### src/rtl/mem_access_ctrl.sv
// Load/store sequencer between execute and the dcache port.
// It computes the effective address, checks alignment, issues the dcache request and extends the load data.
module mem_access_ctrl (
  input  logic        clk,
  input  logic        rst,
  input  logic        flush,
  input  logic        req_valid,
  output logic        req_ready,
  input  logic [2:0]  req_op,
  input  logic [31:0] req_base,
  input  logic [31:0] req_imm,
  input  logic [31:0] req_sdata,
  input  logic [4:0]  req_rd,
  output logic        dc_req_valid,
  input  logic        dc_req_ready,
  output logic        dc_we,
  output logic [31:0] dc_addr,
  output logic [3:0]  dc_wstrb,
  output logic [31:0] dc_wdata,
  input  logic        dc_rvalid,
  input  logic [31:0] dc_rdata,
  output logic        resp_valid,
  output logic        resp_wen,
  output logic [4:0]  resp_waddr,
  output logic [31:0] resp_wdata,
  output logic        resp_ale,
  output logic [31:0] resp_badv
);

  // state | meaning
  // IDLE  | ready for a new op
  // REQ   | dcache request held until dc_req_ready
  // WAIT  | load issued, waiting for dc_rvalid
  // DRAIN | flushed load, swallow its dc_rvalid
  // RESP  | one-cycle completion pulse
  typedef enum logic [2:0] {IDLE, REQ, WAIT, DRAIN, RESP} state_t;

  localparam logic [2:0] OP_LDB  = 3'd0;
  localparam logic [2:0] OP_LDH  = 3'd1;
  localparam logic [2:0] OP_LDW  = 3'd2;
  localparam logic [2:0] OP_LDBU = 3'd3;
  localparam logic [2:0] OP_LDHU = 3'd4;
  localparam logic [2:0] OP_STB  = 3'd5;
  localparam logic [2:0] OP_STH  = 3'd6;
  localparam logic [2:0] OP_STW  = 3'd7;

  state_t      state;
  logic [2:0]  op_q;
  logic [4:0]  rd_q;
  logic [1:0]  addr_lo;
  logic        resp_valid_q;

  logic [31:0] acc_addr;
  logic        acc_store;
  logic        acc_misaligned;
  logic [3:0]  acc_wstrb;
  logic [31:0] acc_wdata;
  logic [31:0] rd_shifted;
  logic [31:0] load_value;

  assign req_ready  = (state == IDLE) && !flush;
  assign resp_valid = resp_valid_q && !flush;
  assign acc_addr   = req_base + req_imm;
  assign acc_store  = (req_op == OP_STB) || (req_op == OP_STH) || (req_op == OP_STW);
  assign rd_shifted = dc_rdata >> {addr_lo, 3'b000};

  always_comb begin
    acc_misaligned = 1'b0;
    acc_wstrb      = 4'b0000;
    acc_wdata      = req_sdata;
    case (req_op)
      OP_LDH, OP_LDHU: acc_misaligned = acc_addr[0];
      OP_LDW:          acc_misaligned = |acc_addr[1:0];
      OP_STB: begin
        acc_wstrb = 4'b0001 << acc_addr[1:0];
        acc_wdata = {4{req_sdata[7:0]}};
      end
      OP_STH: begin
        acc_misaligned = acc_addr[0];
        acc_wstrb      = acc_addr[1] ? 4'b1100 : 4'b0011;
        acc_wdata      = {2{req_sdata[15:0]}};
      end
      OP_STW: begin
        acc_misaligned = |acc_addr[1:0];
        acc_wstrb      = 4'b1111;
      end
      default: ;
    endcase
  end

  always_comb begin
    load_value = rd_shifted;
    case (op_q)
      OP_LDB:  load_value = {{24{rd_shifted[7]}}, rd_shifted[7:0]};
      OP_LDH:  load_value = {{16{rd_shifted[15]}}, rd_shifted[15:0]};
      OP_LDBU: load_value = {24'd0, rd_shifted[7:0]};
      OP_LDHU: load_value = {16'd0, rd_shifted[15:0]};
      default: ;
    endcase
  end

  always_ff @(posedge clk or posedge rst) begin
    if (rst) begin
      state        <= IDLE;
      op_q         <= 3'd0;
      rd_q         <= 5'd0;
      addr_lo      <= 2'd0;
      dc_req_valid <= 1'b0;
      dc_we        <= 1'b0;
      dc_addr      <= 32'd0;
      dc_wstrb     <= 4'd0;
      dc_wdata     <= 32'd0;
      resp_valid_q <= 1'b0;
      resp_wen     <= 1'b0;
      resp_waddr   <= 5'd0;
      resp_wdata   <= 32'd0;
      resp_ale     <= 1'b0;
      resp_badv    <= 32'd0;
    end else begin
      case (state)
        IDLE: begin
          if (req_valid && req_ready) begin
            op_q    <= req_op;
            rd_q    <= req_rd;
            addr_lo <= acc_addr[1:0];
            if (acc_misaligned) begin
              state        <= RESP;
              resp_valid_q <= 1'b1;
              resp_wen     <= 1'b0;
              resp_ale     <= 1'b1;
              resp_badv    <= acc_addr;
              resp_waddr   <= req_rd;
            end else begin
              state        <= REQ;
              dc_req_valid <= 1'b1;
              dc_we        <= acc_store;
              dc_addr      <= acc_addr;
              dc_wstrb     <= acc_wstrb;
              dc_wdata     <= acc_wdata;
            end
          end
        end
        REQ: begin
          if (dc_req_ready) begin
            dc_req_valid <= 1'b0;
            if (dc_we) begin
              if (flush) begin
                state <= IDLE;
              end else begin
                state        <= RESP;
                resp_valid_q <= 1'b1;
                resp_wen     <= 1'b0;
                resp_ale     <= 1'b0;
                resp_waddr   <= rd_q;
              end
            end else begin
              state <= flush ? DRAIN : WAIT;
            end
          end else if (flush) begin
            dc_req_valid <= 1'b0;
            state        <= IDLE;
          end
        end
        WAIT: begin
          if (dc_rvalid) begin
            if (flush) begin
              state <= IDLE;
            end else begin
              state        <= RESP;
              resp_valid_q <= 1'b1;
              resp_wdata   <= load_value;
              resp_wen     <= (rd_q != 5'd0);
              resp_ale     <= 1'b0;
              resp_waddr   <= rd_q;
            end
          end else if (flush) begin
            state <= DRAIN;
          end
        end
        DRAIN: begin
          if (dc_rvalid) state <= IDLE;
        end
        RESP: begin
          resp_valid_q <= 1'b0;
          resp_wen     <= 1'b0;
          state        <= IDLE;
        end
        default: state <= IDLE;
      endcase
    end
  end

endmodule

### config.mk
export PLATFORM = sky130hd
export DESIGN_NAME = mem_access_ctrl
export DESIGN_NICKNAME = d
export VERILOG_FILES = /design/src/rtl/mem_access_ctrl.sv
export SDC_FILE = /design/constraint.sdc
export NUM_CORES = 1
export LEC_CHECK = 0
export BUFFER_PORTS_ARGS = -buffer_cell sky130_fd_sc_hd__buf_2
export CAP_MARGIN = 5
export CORE_ASPECT_RATIO = 0.6
export CORE_MARGIN = 1.5
export CORE_UTILIZATION = 56
export DETAILED_ROUTE_END_ITERATION = 8
export PLACE_DENSITY = 0.89
export SLEW_MARGIN = 10
export SYNTH_ARGS = -nofsm -noshare
export SYNTH_HDL_FRONTEND = slang
export SYNTH_SLANG_ARGS = --single-unit
### constraint.sdc
create_clock -name clk -period 12.9 [get_ports clk]
set_input_delay 0.645 -clock clk [delete_from_list [all_inputs] [get_ports clk]]
set_output_delay 0.645 -clock clk [all_outputs]
set_load 0.05 [all_outputs]
# == Word level (Yosys, flattened, before mapping) ==
# Index checks and enable logic that the tools add are counted.
# op_classes
mul,0
n_lt_le_gt_ge,0
shifts,2
div,0
reduce_logical,24
mux,48
bitwise,2
eq_ne,24
addsub,1
# ops
cell,n
$pmux W32 S4,1
$pmux W32 S2,1
$add A32 B32 Y32,1
$shr A32 B5 Y32,1
$mux W5,6
$mux W3,9
$mux W1,22
$eq A3 B3 Y1 const B,6
$ne A2 B2 Y1 const B,8
$pmux W5 S3,1
$eq A3 B2 Y1 const B,4
$pmux W3 S4,1
$pmux W4 S3,1
$reduce_and A6 Y1,2
$eq A3 B1 Y1 const B,3
$reduce_and A3 Y1,3
$pmux W1 S4,2
$reduce_and A4 Y1,2
$reduce_and A8 Y1,1
$logic_not A3 Y1,2
$ne A3 B3 Y1 const B,2
$reduce_bool A5 Y1,1
$mux W4,1
$pmux W1 S2,2
13 further kinds,18
# totals
output_inout_bits,143
register_bits,155
ram_bits,0
input_bits,142
word_cells,116
mem_bits_ro,0
mem_count,0
latchBits,0

# == Logic depth before layout (Yosys ltp) ==
# depth
word_depth,6
ltp_mapped,11
mapped_depth_nobuf,9

# == Least setup slack after synthesis ==
# No wires, ideal clock.
# synth_path
kind,input-to-reg
from,in req_base[0]
to,reg resp_badv[27]
setup_ps,87
path_slack_ps,9921
required_ps,12813
t_arrival_ps,2893
path_stages,11
cell_sequence,ha_1 > fa_1 > clkbuf_1 > nand2_1 > a32o_1 > or3_1 > clkbuf_1 > buf_2 > o31ai_1 > a21oi_1 > o211ai_1
# synth_via
elab_chain_cells,4
# synth_lines
item,line_no,text
"start, declared",10,"input logic [31:0] req_base,"
$add A32 B32 Y32,63,assign acc_addr = req_base + req_imm;
net acc_addr[1],53,logic [31:0] acc_addr;
$reduce_or A2 Y1,"73, 84",
$pmux W1 S2,71,case (req_op)
$reduce_and A3 Y1 (no source line),--,
"end signal, assigned",131,resp_badv <= acc_addr;
"end, declared",27,output logic [31:0] resp_badv
# The timed path passes the listed nets, and every way through them passes these cells.
# A chain may end at the register's enable or synchronous reset.

# == Final worst setup path ==
# layout_path
from,in req_base[0]
to,reg dc_addr[27]
# layout_via
elab_chain_cells,5
# layout_lines
item,line_no,text
$add A32 B32 Y32,63,
net acc_addr[1],53,
$reduce_or A2 Y1,"73, 84",
$pmux W1 S2,71,
$not A1 Y1 (no source line),--,
$reduce_and A3 Y1 (no source line),--,
"end signal, assigned",137,dc_addr <= acc_addr;
"end, declared",17,"output logic [31:0] dc_addr,"
# The timed path passes the listed nets, and every way through them passes these cells.

==> results by group <==
Finish
  • Most common cell after layout, fill and taps aside: buf_2
  • Area Growth Syn to Fin: 23.9%
  • Layout Cells excl Fill: between 1000 and 1500
  • Layout cells sized above 1: 29.0%
  • # nets final: approximately 1400
  • Fin area: 10800 µm²
  • Most frequent cells in the layout: 284 x buf_2, 167 x nand2_1, 155 x dfrtp_1
  • # diodes: 0
  • Core Util, Final: a little over two thirds
  • # fillers: 1200

Worst setup path
  • Worst stage delay on the critical path: 0.75 ns
  • R2R setup slack: 9.81 ns
  • Worst Path Buf+Inv: 2
  • Top delay family on crit path: compound AO/OA/AOI/OAI gates
  • Critical Path Source Type: input pin
  • Critical-path maximum fanout: 89
  • CP Capture Type: flop
  • Crit-path slowest cell: buf_4
  • Worst EP required: between 10 and 15 ns
  • Data arrival time of the worst path: 3.92 ns
  • CP cell instances: buf_2 -> ha_1 -> fa_1 -> nand2_1 -> a32o_1 -> o21bai_4 -> buf_4 -> o31ai_1 -> a21oi_1 -> o211ai_1
  • Critical path type: in2reg

STA
  • Worst slew pin tran: 1.19 ns
  • Minimum clock period: 3.62 ns
  • Relative slew slack: 20.5%
  • Setup violators final: 0
  • Final setup skew: around 0.015 ns
  • Final-report hold violation count: 0
  • RSZ-0062 raised after global routing: false
  • Pins Over Slew Limit: 0
  • Fmax: 276 MHz
  • Final WS setup: between 9 and 10 ns
  • Setup TNS: 0 ns
  • Smallest hold slack: 0.393 ns
  • Part of the cycle the worst path needs: 28.1%

Floorplanning
  • Die Footprint: 16300 µm²
  • Die Wd: 164 µm
  • Initial core utilization: 57.0%
  • Die Y: 99.6 µm
  • Top Ports: 285
  • Std-Cell Rows: 35
  • Core box area: 15300 µm²

Pwr
  • Leakage power: 5.38 nW
  • Total design power: 2.99 mW
  • Peak supply drop: 0.203 mV
  • Pwr Density: around 280 nW/µm²

GRT
  • Initial antenna violation count: 0
  • Gr ovfl total: 0
  • Vias in the first global route: 7724
  • First-pass GRT wire length: 40.2 mm
  • Pin count of the biggest net entering global routing: 96
  • GRT Total Usage: 31.7%

Clock network
  • Cts hold-fix bufs: 0
  • CTS HTree Levels: 4
  • CTS tree: done
  • Worst skew pair latency: 0.43 ns
  • CTS Buf Count: 17
  • Post-CTS setup buffers: 0
  • Clock Path Buffers: 2
  • CTS root buf: clkbuf_16
  • Clock-pin slew on the worst setup and hold paths: around 0.07 ns
  • Post-CTS resize count: 0
  • Clock sink count: 155

Routing
  • ANT nets after route: 0
  • Drt drc: 0
  • Drt initial violations: about 900
  • Routed length per instance: 18.0 µm
  • Vias/cell: 5.90
  • Routed vias: 8469
  • Drt total wl: around 26 mm
  • Initial DRT Pass Iterations: 6

Synthesis
  • Net Count, Synth: 1146
  • Post-synthesis cell area: 8710 µm²
  • Yosys cell types: 63
  • Yosys Warn Count: 0
  • Syn_area_per_cell: about 9 µm²
  • #FFs+latches synth: 155
  • Fraction of registers with async set or reset after synthesis: 100%
  • Post-synth EDFFs: 0
  • Post-synth top flop: dfrtp_1
  • Post-synthesis sequential area ratio: 44.5%
  • Synthesized instance count: approximately 970

Run
  • Max-Cap Viols: 0

Outcome
  • Outcome: completed

Placed design
  • DPL Wire Length: 19.1 mm
  • Inst Count DP: around 1400
  • PortBufs: approximately 280
  • GPL Wtd Cong: 0.926
  • DP Worst Slack: between 8 and 9 ns
  • Post-DP Area: 10200 µm²

Min path
  • Hold WC Path Type: in2async
cell type report:
| cell class | count | area (µm²) | share of cell area, % |
|---|---|---|---|
| Clock inverter | 14 | 163 | 1.51 |
| Inverter | 15 | 61.3 | 0.568 |
| Multi-Input combinational cell | 741 | 4550 | 42.1 |
| Clock buffer | 18 | 429 | 3.97 |
| Tap cell | 203 | 254 | 2.35 |
| Sequential cell | 155 | 3880 | 35.9 |
| Timing Repair Buffer | 290 | 1470 | 13.6 |
worst reg2reg max path, delay by kind of cell (launching register included):
family             cells  cell delay [ns]
AOI/OAI and AO/OA      3             1.25
DFF                    1             0.75
and+or+nand+nor        3             0.85
muxes                  1             0.15
cells in the mapped netlist (9+ instances only):
library cell	number	area share [%]
a21o_1	10	0.86
nand3_1	13	0.75
inv_1	15	0.65
o22a_1	11	1.1
dfrtp_1	155	45
buf_2	19	1.1
xor2_1	15	1.5
a211oi_1	16	1.4
ha_1	31	4.5
mux2i_1	39	4.5
o21ai_0	133	7.6
xnor2_1	14	1.4
nor2_1	64	2.8
a21oi_1	76	4.4
nand2_1	167	7.2
mux2_2	15	1.9
nor2b_1	17	1.2
clkbuf_1	38	1.6
nand3b_1	9	0.78
layer usage:
| layer | track usage [%] | vias up | part of all wire, % |
|---|---|---|---|
| li1 | - | 3944 | - |
| met2 | 47.1 | 413 | 45 |
| met4 | 10.9 | 0 | 2.7 |
| met1 | 45.4 | 4044 | 44 |
| met5 | 0 | - | 0 |
| met3 | 7.63 | 68 | 8.3 |
final timing paths:
kind                             start             end  depth (start not counted)
setup / recovery           req_base[0]     dc_addr[27]                         10
hold / removal                     rst      dc_addr[8]                          2
setup reg to reg            addr_lo[1]  resp_wdata[31]                          7
hold reg to reg            dc_wstrb[0]     dc_wstrb[0]                          2
max in group asynchronous          rst     dc_addr[22]                          3
min in group clk             dc_rvalid        state[0]                          2
kinds of logic after synthesis:
kind of cell	count (synthesis)	synth area share, %
buffers and inverters	76	3.55
flip-flops	155	44.5
AO/OA/AOI/OAI	307	21.2
XOR/XNOR	29	2.92
adder cells (fa/ha/maj)	32	4.68
AND/OR/NAND/NOR	319	16.7
multiplexers	54	6.42
power by group:
group / total (mW) / leakage (nW) / switching [mW] / internal (mW)
Sequential: 0.881 / 1.91 / 0.163 / 0.718
Clock: 0.503 / 0.276 / 0.214 / 0.289
Combinational: 1.61 / 3.19 / 1.21 / 0.397
Total: 2.99 / 5.38 / 1.59 / 1.40
flip-flops by register name, summed over array words and instances (netlist names):
signal,cells
op_q,3
dc_addr,32
dc_req_valid,1
state,3
resp_ale,1
dc_wdata,32
resp_valid_q,1
dc_wstrb,4
rd_q,5
resp_wen,1
resp_wdata,32
resp_badv,32
addr_lo,2
resp_waddr,5
dc_we,1
(Power assumes the default switching activity.)
